### config.mk
export PLATFORM = sky130hd
export DESIGN_NAME = valu_wb_packer
export DESIGN_NICKNAME = d
export VERILOG_FILES = /design/src/rtl/rvvLitePkg.sv /design/src/rtl/valu_mask_accum.sv /design/src/rtl/valu_wb_packer.sv
export SDC_FILE = /design/constraint.sdc
export NUM_CORES = 1
export LEC_CHECK = 0
export ABC_CLOCK_PERIOD_IN_PS = 15200
export CAP_MARGIN = 20
export CORE_AREA = 2 2 158 160
export CTS_CLUSTER_SIZE = 12
export DETAILED_ROUTE_END_ITERATION = 16
export DIE_AREA = 0 0 160 162
export PLACE_DENSITY_LB_ADDON = 0.2
export SLEW_MARGIN = 0
export SYNTH_ARGS = -nofsm -noshare
export SYNTH_HDL_FRONTEND = slang
export SYNTH_HIERARCHICAL = 1
export SYNTH_SLANG_ARGS = --single-unit
### constraint.sdc
create_clock -name clk -period 15.2 [get_ports clk]
set_clock_uncertainty 0.15 [all_clocks]
set_input_delay 3.04 -clock clk [delete_from_list [all_inputs] [get_ports clk]]
set_output_delay 3.04 -clock clk [all_outputs]
set_load 0.03 [all_outputs]
### src/rtl/rvvLitePkg.sv
// Shared vector-lite types: ALU response beat, register-file write beat, writeback modes.
// Latency: n/a (types and constants only).
// Backpressure: n/a.
package rvvLitePkg;

  localparam int DATA_WIDTH     = 64;
  localparam int REGISTER_COUNT = 32;
  localparam int ADDR_WIDTH     = 12;
  localparam int REG_W          = $clog2(REGISTER_COUNT);
  localparam int OFF_W          = ADDR_WIDTH - REG_W;
  localparam int BE_W           = DATA_WIDTH / 8;
  localparam int MASK_PTR_W     = $clog2(DATA_WIDTH);
  localparam int NARROW_HALF    = DATA_WIDTH / 2;

  typedef enum logic [1:0] {
    WB_PASS,
    WB_NARROW,
    WB_MASK,
    WB_SCALAR
  } wb_mode_t;

  typedef struct packed {
    logic                  valid;
    logic                  start_flag;
    logic                  end_flag;
    logic                  whole_reg;
    logic                  mask;
    logic                  narrow;
    logic                  scalar;
    logic [1:0]            sew;
    logic [REG_W-1:0]      addr;
    logic [OFF_W-1:0]      off;
    logic [DATA_WIDTH-1:0] data;
    logic [BE_W-1:0]       be;
  } valu_resp_t;

  typedef struct packed {
    logic                  valid;
    logic [ADDR_WIDTH-1:0] addr;
    logic [DATA_WIDTH-1:0] data;
    logic [BE_W-1:0]       be;
    logic                  start_flag;
    logic                  end_flag;
  } dstream_t;

endpackage

### src/rtl/valu_mask_accum.sv
// Mask-bit accumulator: appends 8>>sew bits per beat into a word at bit pointer mptr.
// Latency: word/be/emit are a combinational view of the current beat; mptr and partial word registered.
// Backpressure: none internally; the caller asserts insert only on an accepted beat.
module valu_mask_accum
  import rvvLitePkg::*;
(
  input  logic                  clk,
  input  logic                  rst,
  input  logic                  clear,
  input  logic                  insert,
  input  logic                  end_flag,
  input  logic [1:0]            sew,
  input  logic [7:0]            bits,
  output logic                  emit,
  output logic [DATA_WIDTH-1:0] word,
  output logic [BE_W-1:0]       be,
  output logic                  pending
);

  localparam int PW = MASK_PTR_W;

  logic [PW-1:0]         mptr_q;
  logic [DATA_WIDTH-1:0] acc_q;
  logic [PW:0]           base_ptr;
  logic [PW:0]           total;
  logic [PW:0]           nbytes;
  logic [3:0]            n;
  logic [7:0]            lane_bits;
  logic [DATA_WIDTH-1:0] base_word;
  logic [DATA_WIDTH-1:0] ins;
  logic                  full;

  // Insert this beat's bits at the pointer; a start beat begins from an empty word.
  always_comb begin
    n         = 4'd8 >> sew;
    base_ptr  = clear ? '0 : {1'b0, mptr_q};
    base_word = clear ? '0 : acc_q;
    for (int j = 0; j < 8; j++) begin
      lane_bits[j] = bits[j] & (4'(j) < n);
    end
    ins    = {{(DATA_WIDTH-8){1'b0}}, lane_bits} << base_ptr;
    total  = base_ptr + {{(PW-3){1'b0}}, n};
    nbytes = (total + (PW+1)'(7)) >> 3;
    full   = (total >= (PW+1)'(DATA_WIDTH));
    word   = base_word | ins;
    emit   = insert & (full | end_flag);
    for (int i = 0; i < BE_W; i++) begin
      be[i] = full | (nbytes > (PW+1)'(i));
    end
    pending = (mptr_q != '0);
  end

  // Keep the partial word until it fills or the instruction ends; a new start discards it.
  always_ff @(posedge clk) begin
    if (rst) begin
      mptr_q <= '0;
      acc_q  <= '0;
    end else if (insert) begin
      if (emit) begin
        mptr_q <= '0;
        acc_q  <= '0;
      end else begin
        mptr_q <= total[PW-1:0];
        acc_q  <= word;
      end
    end else if (clear) begin
      mptr_q <= '0;
      acc_q  <= '0;
    end
  end

endmodule

### src/rtl/valu_wb_packer.sv
// Packs vALU response beats (pass/narrow/mask) into register-file write beats; scalars go to sca_*.
// Latency: one cycle from the beat completing a word to wb.valid; sca_valid one cycle after acceptance.
// Backpressure: resp_ready = !wb.valid | wb_ready, no skid buffer; wb held stable while stalled.
module valu_wb_packer
  import rvvLitePkg::*;
#(
  parameter int DATA_WIDTH = 64,
  parameter int ADDR_WIDTH = rvvLitePkg::ADDR_WIDTH,
  parameter int OFF_W      = ADDR_WIDTH - $clog2(rvvLitePkg::REGISTER_COUNT)
) (
  input  logic                  clk,
  input  logic                  rst,
  input  valu_resp_t            resp,
  output logic                  resp_ready,
  output dstream_t              wb,
  input  logic                  wb_ready,
  output logic                  sca_valid,
  output logic [DATA_WIDTH-1:0] sca_data,
  output logic                  err
);

  localparam int HB = BE_W / 2;

  wb_mode_t              mode_q, mode_d, start_mode, beat_mode;
  logic                  open_q, open_d;
  logic                  half_q, half_d;
  logic                  first_q, first_d;
  logic [ADDR_WIDTH-1:0] wr_ptr_q, wr_ptr_d, base_ptr, beat_addr;
  logic [OFF_W-1:0]      beat_off;
  logic [NARROW_HALF-1:0] lo_dat_q, lo_dat_d;
  logic [HB-1:0]         lo_be_q, lo_be_d;
  logic                  accept, start_acc, live, cur_half, cur_first;
  logic                  emit, sca_d, err_d;
  dstream_t              emit_beat;
  logic                  m_insert, m_emit, m_pending;
  logic [DATA_WIDTH-1:0] m_word;
  logic [BE_W-1:0]       m_be;

  assign resp_ready = !wb.valid | wb_ready;
  assign beat_off   = resp.off;
  assign beat_addr  = {resp.addr, beat_off};

  // Acceptance, start-beat mode decode and the per-beat view of the instruction state.
  always_comb begin
    accept    = resp.valid & resp_ready;
    start_acc = accept & resp.start_flag;
    if (resp.scalar)         start_mode = WB_SCALAR;
    else if (resp.whole_reg) start_mode = WB_PASS;
    else if (resp.mask)      start_mode = WB_MASK;
    else if (resp.narrow)    start_mode = WB_NARROW;
    else                     start_mode = WB_PASS;
    beat_mode = resp.start_flag ? start_mode : mode_q;
    live      = accept & (resp.start_flag | open_q);
    base_ptr  = resp.start_flag ? beat_addr : wr_ptr_q;
    cur_half  = resp.start_flag ? 1'b0 : half_q;
    cur_first = resp.start_flag ? 1'b1 : first_q;
    m_insert  = live & (beat_mode == WB_MASK);
  end

  valu_mask_accum u_mask (
    .clk      (clk),
    .rst      (rst),
    .clear    (start_acc),
    .insert   (m_insert),
    .end_flag (resp.end_flag),
    .sew      (resp.sew),
    .bits     (resp.data[7:0]),
    .emit     (m_emit),
    .word     (m_word),
    .be       (m_be),
    .pending  (m_pending)
  );

  // Next instruction state and the word (if any) this beat produces.
  always_comb begin
    mode_d    = mode_q;
    open_d    = open_q;
    half_d    = half_q;
    first_d   = first_q;
    wr_ptr_d  = wr_ptr_q;
    lo_dat_d  = lo_dat_q;
    lo_be_d   = lo_be_q;
    emit      = 1'b0;
    emit_beat = '0;
    sca_d     = 1'b0;
    err_d     = 1'b0;
    // A restart over a pending half-word or partial mask word loses data.
    if (start_acc && open_q &&
        ((mode_q == WB_NARROW && half_q) || (mode_q == WB_MASK && m_pending))) begin
      err_d = 1'b1;
    end
    if (accept && !resp.start_flag && !open_q) begin
      err_d = 1'b1;
    end
    if (live) begin
      mode_d   = beat_mode;
      open_d   = !resp.end_flag;
      half_d   = cur_half;
      first_d  = cur_first;
      wr_ptr_d = base_ptr;
      emit_beat.valid = 1'b1;
      case (beat_mode)
        WB_SCALAR: sca_d = 1'b1;
        WB_PASS: begin
          emit                 = 1'b1;
          emit_beat.addr       = beat_addr;
          emit_beat.data       = resp.data;
          emit_beat.be         = resp.be;
          emit_beat.start_flag = resp.start_flag;
          emit_beat.end_flag   = resp.end_flag;
        end
        WB_NARROW: begin
          emit_beat.addr       = base_ptr;
          emit_beat.start_flag = cur_first;
          emit_beat.end_flag   = resp.end_flag;
          if (!cur_half) begin
            if (resp.end_flag) begin
              emit           = 1'b1;
              emit_beat.data = {{NARROW_HALF{1'b0}}, resp.data[NARROW_HALF-1:0]};
              emit_beat.be   = {{HB{1'b0}}, resp.be[HB-1:0]};
              first_d        = 1'b0;
            end else begin
              lo_dat_d = resp.data[NARROW_HALF-1:0];
              lo_be_d  = resp.be[HB-1:0];
              half_d   = 1'b1;
            end
          end else begin
            emit           = 1'b1;
            emit_beat.data = {resp.data[NARROW_HALF-1:0], lo_dat_q};
            emit_beat.be   = {resp.be[HB-1:0], lo_be_q};
            wr_ptr_d       = base_ptr + 1'b1;
            half_d         = 1'b0;
            first_d        = 1'b0;
          end
        end
        WB_MASK: begin
          if (m_emit) begin
            emit                 = 1'b1;
            emit_beat.addr       = base_ptr;
            emit_beat.data       = m_word;
            emit_beat.be         = m_be;
            emit_beat.start_flag = cur_first;
            emit_beat.end_flag   = resp.end_flag;
            wr_ptr_d             = base_ptr + 1'b1;
            first_d              = 1'b0;
          end
        end
        default: ;
      endcase
    end
  end

  // Instruction state, output register and single-cycle side-band pulses.
  always_ff @(posedge clk) begin
    if (rst) begin
      mode_q    <= WB_PASS;
      open_q    <= 1'b0;
      half_q    <= 1'b0;
      first_q   <= 1'b0;
      wr_ptr_q  <= '0;
      lo_dat_q  <= '0;
      lo_be_q   <= '0;
      wb        <= '0;
      sca_valid <= 1'b0;
      sca_data  <= '0;
      err       <= 1'b0;
    end else begin
      mode_q    <= mode_d;
      open_q    <= open_d;
      half_q    <= half_d;
      first_q   <= first_d;
      wr_ptr_q  <= wr_ptr_d;
      lo_dat_q  <= lo_dat_d;
      lo_be_q   <= lo_be_d;
      sca_valid <= sca_d;
      err       <= err_d;
      if (sca_d) sca_data <= resp.data;
      if (resp_ready) begin
        if (emit) wb <= emit_beat;
        else      wb.valid <= 1'b0;
      end
    end
  end

endmodule

### Yosys cells after proc, flatten, opt, wreduce, memory -nomap -nowiden

Cells that the tools add are included.

* input bits: 96
* bits in registers: 276

* reductions and logical operators: 16
* shift-type cells: 2
* eq/ne operators: 5
* $lt $le $gt $ge: 17
* bitwise logic cells: 27
* add/sub/neg operators: 3
* multiplexer cells: 40

Operators with widths (number)
* 86-bit case mux with 3 select lines: 1
* 64-bit 2-to-1 mux: 3
* 87-bit 2-to-1 mux: 1
* 86-bit 2-to-1 mux: 1
* 72-bit 2-to-1 mux: 1
* 64-bit bitwise OR: 1
* 8-bit by 7-bit << shifter with 64-bit output: 1
* 40-bit 2-to-1 mux: 1
* 12-bit 2-to-1 mux: 3
* 6-bit 2-to-1 mux: 4
* 12-bit case mux with 2 select lines: 1
* 1-bit 2-to-1 mux: 18
* 4-bit by 3-bit > comparator with 1-bit output (second input constant): 4
* 3-bit by 4-bit less-than comparator with 1-bit output (first input constant): 4
* 1-bit bitwise AND: 13
* 12-bit by 1-bit adder with 12-bit output (second input constant): 1
* 1-bit bitwise OR: 11
* 4-bit by 1-bit > comparator with 1-bit output (second input constant): 2
* 4-bit by 2-bit > comparator with 1-bit output (second input constant): 2
* 1-bit by 4-bit less-than comparator with 1-bit output (first input constant): 2
* 2-bit by 4-bit less-than comparator with 1-bit output (first input constant): 2
* 2-bit 2-to-1 mux: 4
* 7-bit by 3-bit adder with 7-bit output (second input constant): 1
* 7-bit by 4-bit adder with 7-bit output: 1
* 15 further kinds: 27

### Longest topological paths before layout

Gate-level depths: netlist of run 1.

* depth after elaboration: 13
* depth in mapped cells: 18
* depth with buffers taken out: 14

### Modules after synthesis

Netlist of run 1, hierarchy kept.

Modules (own cells, without submodules)
* valu_wb_packer: area an instance 8762.2 sq um, seq. area each 4124.0 sq um, cells an instance 1064, instances 1
* valu_mask_accum: area an instance 4403.0 sq um, seq. area each 1401.3 sq um, cells an instance 561, instances 1

### Least setup slack after synthesis of run 1

OpenSTA, ideal clock, no wires.

* path kind: input -> register
* start: input resp[91] (netlist bit)
* end: register wb[10] (netlist bit)
* setup slack: 8206 ps
* library setup time: 86 ps
* stages: 18
* arrival: 6759 ps
* cells stage by stage: buf_2 -> inv_1 -> nor3_1 -> buf_2 -> inv_2 -> nand2_1 -> inv_2 -> ha_1 -> o21ai_0 -> a21oi_2 -> o21a_1 -> and2_1 -> nor2_2 -> a211oi_4 -> buf_2 -> buf_2 -> nor2_1 -> a211oi_1

* cells in the longest elaborated chain, start to end: 10
* elaborated cells on any way between the ends: 26
* classes of those cells: add/sub: 1; order compare: 1; eq/ne: 2; shift: 1; mux: 12; bitwise: 7; reduce/logical: 2

Ends and longest elaborated chain
* start, declared: line valu_wb_packer.sv:13 `input valu_resp_t resp,`
* 1-bit bitwise AND (*): line valu_wb_packer.sv:46 `start_acc = accept & resp.start_flag;`
* net start_acc: line valu_wb_packer.sv:32 `logic accept, start_acc, live, cur_half, cur_first;`
* 6-bit 2-to-1 mux (*): line valu_mask_accum.sv:36 `base_ptr = clear ? '0 : {1'b0, mptr_q};`
* 7-bit by 4-bit adder with 7-bit output (*): line valu_mask_accum.sv:42 `total = base_ptr + {{(PW-3){1'b0}}, n};`
* 7-bit greater-or-equal comparator (*): line valu_mask_accum.sv:44 `full = (total >= (PW+1)'(DATA_WIDTH));`
* 1-bit bitwise OR (*): line valu_mask_accum.sv:46 `emit = insert & (full | end_flag);`
* 1-bit bitwise AND (*): line valu_mask_accum.sv:46
* net m_emit: line valu_wb_packer.sv:35 `logic m_insert, m_emit, m_pending;`
* 1-bit 2-to-1 mux: line valu_wb_packer.sv:137 `if (m_emit) begin`
* 1-bit case mux with 3 select lines: line valu_wb_packer.sv:102 `case (beat_mode)`
* 1-bit 2-to-1 mux: line valu_wb_packer.sv:95 `if (live) begin`
* 2-bit AND reduction (no source line)
* end signal, assigned: line valu_wb_packer.sv:179 `if (emit) wb <= emit_beat;`
* end, declared: line valu_wb_packer.sv:15 `output dstream_t wb,`

The timed path passes the listed nets; every way through them passes the cells marked *.
A chain may end at the register's enable or synchronous reset.

### Worst setup path in the final report of run 1

* start: input resp[91] (netlist bit)
* end: register wb[47] (netlist bit)

The elaborated chain is that of the path after synthesis.

==> run metrics, run 1 <==
status=finished, final reports clean; CP max-delay cell=buf_4; Pleak=5.417 nW; setup bufs post-CTS=0; post-synthesis cell type count=91; Synth Area per Inst=8.102 um^2; n_diodes=0; CP cell instances=clkdlybuf4s50_1, buf_4, inv_1, nor3_2, buf_4, inv_2, nand2_1, inv_2, ha_1, o21ai_0, a21oi_2, o21a_1, and2_2, nor2_2, a211oi_4, buf_4, buf_4, nor2_1, a211oi_1; Most Used Layer, Global Route=met2; largest net degree at the start of global routing=116; Sink Count=276; met1 Usage GRT=46.06%; met3 usage in global routing=5.618%; Syn-to-layout area delta=25.56%; Die Wd=160 um; Synth Net Count=1,732; DRT Pass-1 Iters=7; achievable clock frequency=0.1100 GHz; worst path bufs/invs=8; setup_tns=0 ns; Top FF cell, synth=dfxtp_1; P per Cell Area=102.5 nW/um^2; Post-synth EDFFs=0; Setup Viol. Count Final=0; critical path type=primary input to register; minimum clock period=9.092 ns; most frequent CP cell=buf_4; Avg Vias per Cell=6.415; crit path max fanout=95; Ports=250; cts repair resizes=0; CP arrival=9.40 ns; Worst-Skew Late Latency=0.57 ns; DRT antenna net count=0; Top delay family on crit path=buffers and inverters; most frequent cells in the layout=286 x nand2_1, 276 x dfxtp_1, 248 x clkdlybuf4s50_1; drt drc=0; CTS tree=built; slew margin rel.=23.50%; total track usage=34.49%; Initial DRC Count=1,960; total CTS buffers=30; Hold Vio Cnt, Final=0; synth warn=6; row count=57; grt met2 use=56.45%; initial antenna violation count=0; Hold-fix buffers, CTS=0; crit share post-route=59.82%; commonest non-fill, non-tap cell in the layout=nand2_1; initial core utilization=54.61%; Synth Instances=1,625; sequential area share after synthesis=41.97%; CP max stage delay=0.79 ns; Slew Limit Fails=0; Max VDD drop=69.99 uV; post-synthesis register bit count=276; post-route setup slack=6.108 ns; Core Area=24,110 um^2; clk slew on worst S/H paths=0.06 ns; via count=13,660; Mapped Area=13,170 um^2; GRT overflow=0; Async SR Flop Fraction=0%; Post-Place Worst Slack=5.753 ns; nature of the critical path endpoint=register; PortBufs=249; HP Class=register to register; WHS Path Cells=2; max_cap viols=0; global-route wire length before repair=71.85 mm; die height=162 um; HPWL after detailed placement=31.91 mm; WL final=46.73 mm; share of cells above drive strength 1=6.482%; Least-Margin Pin Slew=1.139 ns; number of global-route vias before repair=12,600; GPL Wtd Cong=0.9726; DIE AREA=25,920 um^2; Crit path depth=19; Final nets=1,894; Bufs on Longest Clock Path=3; Worst Path Required=15.51 ns; FF-to-FF path depth=17; clk root buf=clkbuf_16; post-detailed-route wirelength per cell=21.95 um; H-tree levels=1; RSZ-0062 raised after global routing=false; Worst Setup Start Kind=primary input
[synth_stat cells (11+ instances only)]
library cell | count | area [um^2]
nand2_1 | 287 | 1077
dfxtp_1 | 276 | 5525
nor2_1 | 175 | 656.9
a21oi_1 | 148 | 740.7
clkbuf_1 | 98 | 367.9
a211oi_1 | 88 | 660.6
a222oi_1 | 73 | 730.7
o21ai_0 | 42 | 210.2
o22ai_1 | 41 | 256.5
inv_1 | 38 | 142.6
buf_2 | 30 | 150.1
nor3_1 | 28 | 140.1
nand3_1 | 22 | 110.1
nor2b_1 | 14 | 87.58
mux2i_1 | 13 | 130.1
a22oi_1 | 11 | 82.58
a31oi_1 | 11 | 68.82
[layer usage]
metal / wire, um / vias up
met3: 4393 / 107
met2: 21800 / 773
met5: 0 / -
met1: 18760 / 6497
met4: 1775 / 0
li1: - / 6281
[worst paths after layout]
path | slack [ns] | start | end
max reg2reg | 9.25 | wb[86]$_SDFFE_PP0N_ | wb[47]$_SDFFE_PP0P_
min reg2reg | 0.30 | sca_data[37]$_SDFFE_PP0P_ | sca_data[37]$_SDFFE_PP0P_
min | 0.30 | sca_data[37]$_SDFFE_PP0P_ | sca_data[37]$_SDFFE_PP0P_
max | 6.11 | resp[91] | wb[47]$_SDFFE_PP0P_
[per-stage QoR]
stage | utilization, % | total power, mW | hold slack [ns] | cells | area, um^2
after floorplan | - | 0.9312 | 0.2754 | 1625 | 13170
after global placement | 64.83 | 1.040 | 0.2851 | 2077 | 15630
after detailed placement | 64.83 | 1.043 | 0.2960 | 2077 | 15630
after CTS | 68.40 | 1.692 | 0.3048 | 2127 | 16490
after global routing | 68.57 | 1.747 | 0.3173 | 2129 | 16530
final | 68.57 | 1.694 | 0.3021 | 2129 | 16530
[sequential cells by signal, indices dropped and copies added, names as in the netlist]
signal and count:
mode_q 2, lo_dat_q 32, first_q 1, half_q 1, u_mask/mptr_q 6, sca_valid 1, err 1, wb 87
wr_ptr_q 12, open_q 1, lo_be_q 4, sca_data 64, u_mask/acc_q 64
[logic make-up (layout without fill, tap and decap cells)]
family                   after synthesis  in the layout  share of synthesized area (%)
adder cells (fa/ha/maj)               13             13                          1.274
buffers and inverters                179            359                          5.626
AND/OR/NAND/NOR                      609            609                          20.54
flip-flops                           276            276                          41.97
AO/OA/AOI/OAI                        521            521                          28.43
multiplexers                          22             22                          1.834
XOR/XNOR                               5              5                         0.3326
[worst min-delay path, stage by stage, from the launching register on]
cell and delay [ns]:
dfxtp_1 0.30, nand2_1 0.05, a21oi_1 0.05
[where the power goes]
group	internal [mW]	total [mW]	switching, mW	leakage [nW]
sequential	0.748	0.763	0.0146	2.24
combinational	0.102	0.271	0.169	2.76
clock	0.366	0.660	0.294	0.420
total	1.22	1.69	0.478	5.42
[layout make-up]
type / count / area, um^2
clock buffer: 42 / 805.8
clock inverter: 8 / 53.80
fill: 2053 / 7576
inverter: 42 / 158.9
multi-input combinational: 1170 / 6924
sequential: 276 / 5525
tap: 324 / 405.4
timing repair buffer: 267 / 2656
Power figures use the tool's default switching activity.
==> run 2: changes to the inputs <==
- ABC_CLOCK_PERIOD_IN_PS: 15200 -> 7500
- CORE_AREA: 2 2 158 160 -> 2 2 169 171
- DIE_AREA: 0 0 160 162 -> 0 0 171 173
- clock period: 15.2 -> 7.5 ns (I/O delays scaled with it)
==> run 2 against run 1 <==
  * Sequential power up 100%
  * Global-route usage down 3.8 points
  * Critical path depth is 3 lower
  * Utilization down 8.1 points
  * Design area up 1.0%
  * Non-clock buffer count rose by 2
  * Critical endpoint is now wb[41]$_SDFFE_PP0P_
  * Largest power group unchanged
  * Highest routed layer unchanged
==> run metrics, run 2 (same netlist as run 1, synthesis figures left out) <==
worst path bufs/invs=4 (was 8); slew margin rel.=27.13% (was 23.50%); CP max stage delay=0.58 ns (was 0.79 ns); row count=61 (was 57); Ports=250 (unchanged); Syn-to-layout area delta=26.82% (was 25.56%); largest registers=wb: 87 flops, sca_data: 64 flops, u_mask/acc_q: 64 flops (unchanged); Pleak=5.469 nW (was 5.417 nW); GRT overflow=0 (unchanged); crit path max fanout=125 (was 95); Core Area=27,630 um^2 (was 24,110 um^2); max_cap viols=0 (unchanged); Layout Cells excl Fill=2,187 (was 2,129); achievable clock frequency=0.1610 GHz; initial antenna violation count=0 (unchanged); drt drc=0 (unchanged); Largest Register=wb (unchanged); Hold Vio Cnt, Final=0 (unchanged); initial core utilization=47.65% (was 54.61%); crit share post-route=82.80%; WL final=47.01 mm (was 46.73 mm); CP cell instances=clkdlybuf4s50_1, nor2b_1, nor3_2, buf_4, nor2b_4, inv_2, fa_1, maj3_2, a21oi_2, o21a_1, and2_2, nor2_2, a211oi_4, buf_12, nor2_1, a211oi_1 (was clkdlybuf4s50_1, buf_4, inv_1, nor3_2, buf_4, inv_2, nand2_1, inv_2, ha_1, o21ai_0, a21oi_2, o21a_1, and2_2, nor2_2, a211oi_4, buf_4, buf_4, nor2_1, a211oi_1); DRT antenna net count=0 (unchanged); die height=173 um (was 162 um); DIE AREA=29,580 um^2 (was 25,920 um^2); H-tree levels=1 (unchanged); placed cells=2,134 (was 2,077); n_diodes=0 (unchanged); Worst-Skew Late Latency=0.57 ns (about the same); GPL Wtd Cong=0.9510 (was 0.9726); Final nets=1,896 (was 1,894); total power=3.500 mW (was 1.694 mW); clk root buf=clkbuf_16 (unchanged); Sink Count=276 (unchanged); cts repair resizes=0 (unchanged); Bufs on Longest Clock Path=3 (unchanged); Hold Slack=0.3020 ns (was 0.3021 ns); CP max-delay cell=fa_1 (was buf_4); RSZ-0062 raised after global routing=false (unchanged); setup_tns=0 ns (unchanged); post-route setup slack=1.290 ns (was 6.108 ns); status=finished, final reports clean (unchanged); Die Wd=171 um (was 160 um); setup bufs post-CTS=0 (unchanged); CP arrival=6.52 ns (was 9.40 ns); Slew Limit Fails=0 (unchanged); P per Cell Area=209.6 nW/um^2 (was 102.5 nW/um^2); Hold-fix buffers, CTS=0 (unchanged); Finished Core Util=60.43% (was 68.57%); post-detailed-route wirelength per cell=21.49 um (was 21.95 um); Avg Vias per Cell=6.129 (was 6.415); Least-Margin Pin Slew=1.085 ns (was 1.139 ns); FF-to-FF setup slack=2.30 ns (was 9.25 ns); nature of the critical path endpoint=register (unchanged); share of cells above drive strength 1=6.910% (was 6.482%); PortBufs=249 (unchanged); via count=13,410 (was 13,660); most frequent cells in the layout=286 x nand2_1, 276 x dfxtp_1, 248 x clkdlybuf4s50_1 (unchanged); fill count=2,541 (was 2,053); Worst Setup Start Kind=primary input (unchanged); CTS tree=built (unchanged); Setup Viol. Count Final=0 (unchanged); HP Class=register to register (unchanged); HPWL after detailed placement=32.56 mm (was 31.91 mm); Worst Path Required=7.81 ns (was 15.51 ns); dpl cell area=15,740 um^2 (was 15,630 um^2); Initial DRC Count=1,730 (was 1,960); largest net degree at the start of global routing=126 (was 116); commonest non-fill, non-tap cell in the layout=nand2_1 (unchanged); number of global-route vias before repair=12,300 (was 12,600); storage element area=5525 um^2 (unchanged); global-route wire length before repair=72.52 mm (was 71.85 mm); Top delay family on crit path=simple AND/OR/NAND/NOR gates (was buffers and inverters); total track usage=30.68% (was 34.49%); DRT Pass-1 Iters=9 (was 7); post-route cell area=16,700 um^2 (was 16,530 um^2); max reg flops=87 (unchanged); Multi-input gate area=6924 um^2 (unchanged); Max VDD drop=176.8 uV (was 69.99 uV); minimum clock period=6.210 ns; clk slew on worst S/H paths=0.06 ns (about the same); critical path type=primary input to register (unchanged); total CTS buffers=30 (unchanged); Post-Place Worst Slack=0.8486 ns (was 5.753 ns)
==> run 2: changes by cell type in the layout (fill, tap and decap cells not counted), moves of 2 or more <==
| cell | before | now |
|---|---|---|
| buf_12 | 0 | 2 |
| clkinv_2 | 7 | 9 |
| clkbuf_1 | 11 | 7 |
| clkbuf_8 | 1 | 4 |
==> run 2: area by class of cell <==
cell class,instances,share of cell area (%)
repair buffers,269,16.10
multi-input cells,1170,41.47
inverters,42,0.9517
flip-flops and latches,276,33.09
clock buffers,41,4.984
well taps,378,2.833
clock inverters,11,0.5621
==> run 2: worst paths after layout <==
kind                                                start                   endpoint  cells after the start
worst max register to register        wb[86]$_SDFFE_PP0N_        wb[41]$_SDFFE_PP0P_                     15
worst min register to register  sca_data[28]$_SDFFE_PP0P_  sca_data[28]$_SDFFE_PP0P_                      2
worst max-delay path                             wb_ready        wb[41]$_SDFFE_PP0P_                     16
worst min-delay path            sca_data[28]$_SDFFE_PP0P_  sca_data[28]$_SDFFE_PP0P_                      2
==> run 2: power breakdown <==
group | switching (mW) | internal, mW | leakage, nW
Combinational | 0.344 | 0.208 | 2.77
Clock | 0.597 | 0.805 | 0.459
Sequential | 0.0298 | 1.52 | 2.24
==> run 2: worst min-delay path: cells and delay by family (launching register included) <==
family | cells | cell delay (ns)
flops | 1 | 0.31
simple gates | 1 | 0.05
compound gates | 1 | 0.05
==> run 2: layer usage <==
metal	up-vias	routed length (um)	part of all wire [%]	track usage, %
li1	6293	-	-	-
met1	6358	20310	43	43.38
met2	676	21420	46	48.61
met3	78	3741	8.0	3.525
met4	0	1533	3.3	10.10
met5	-	0	0	0
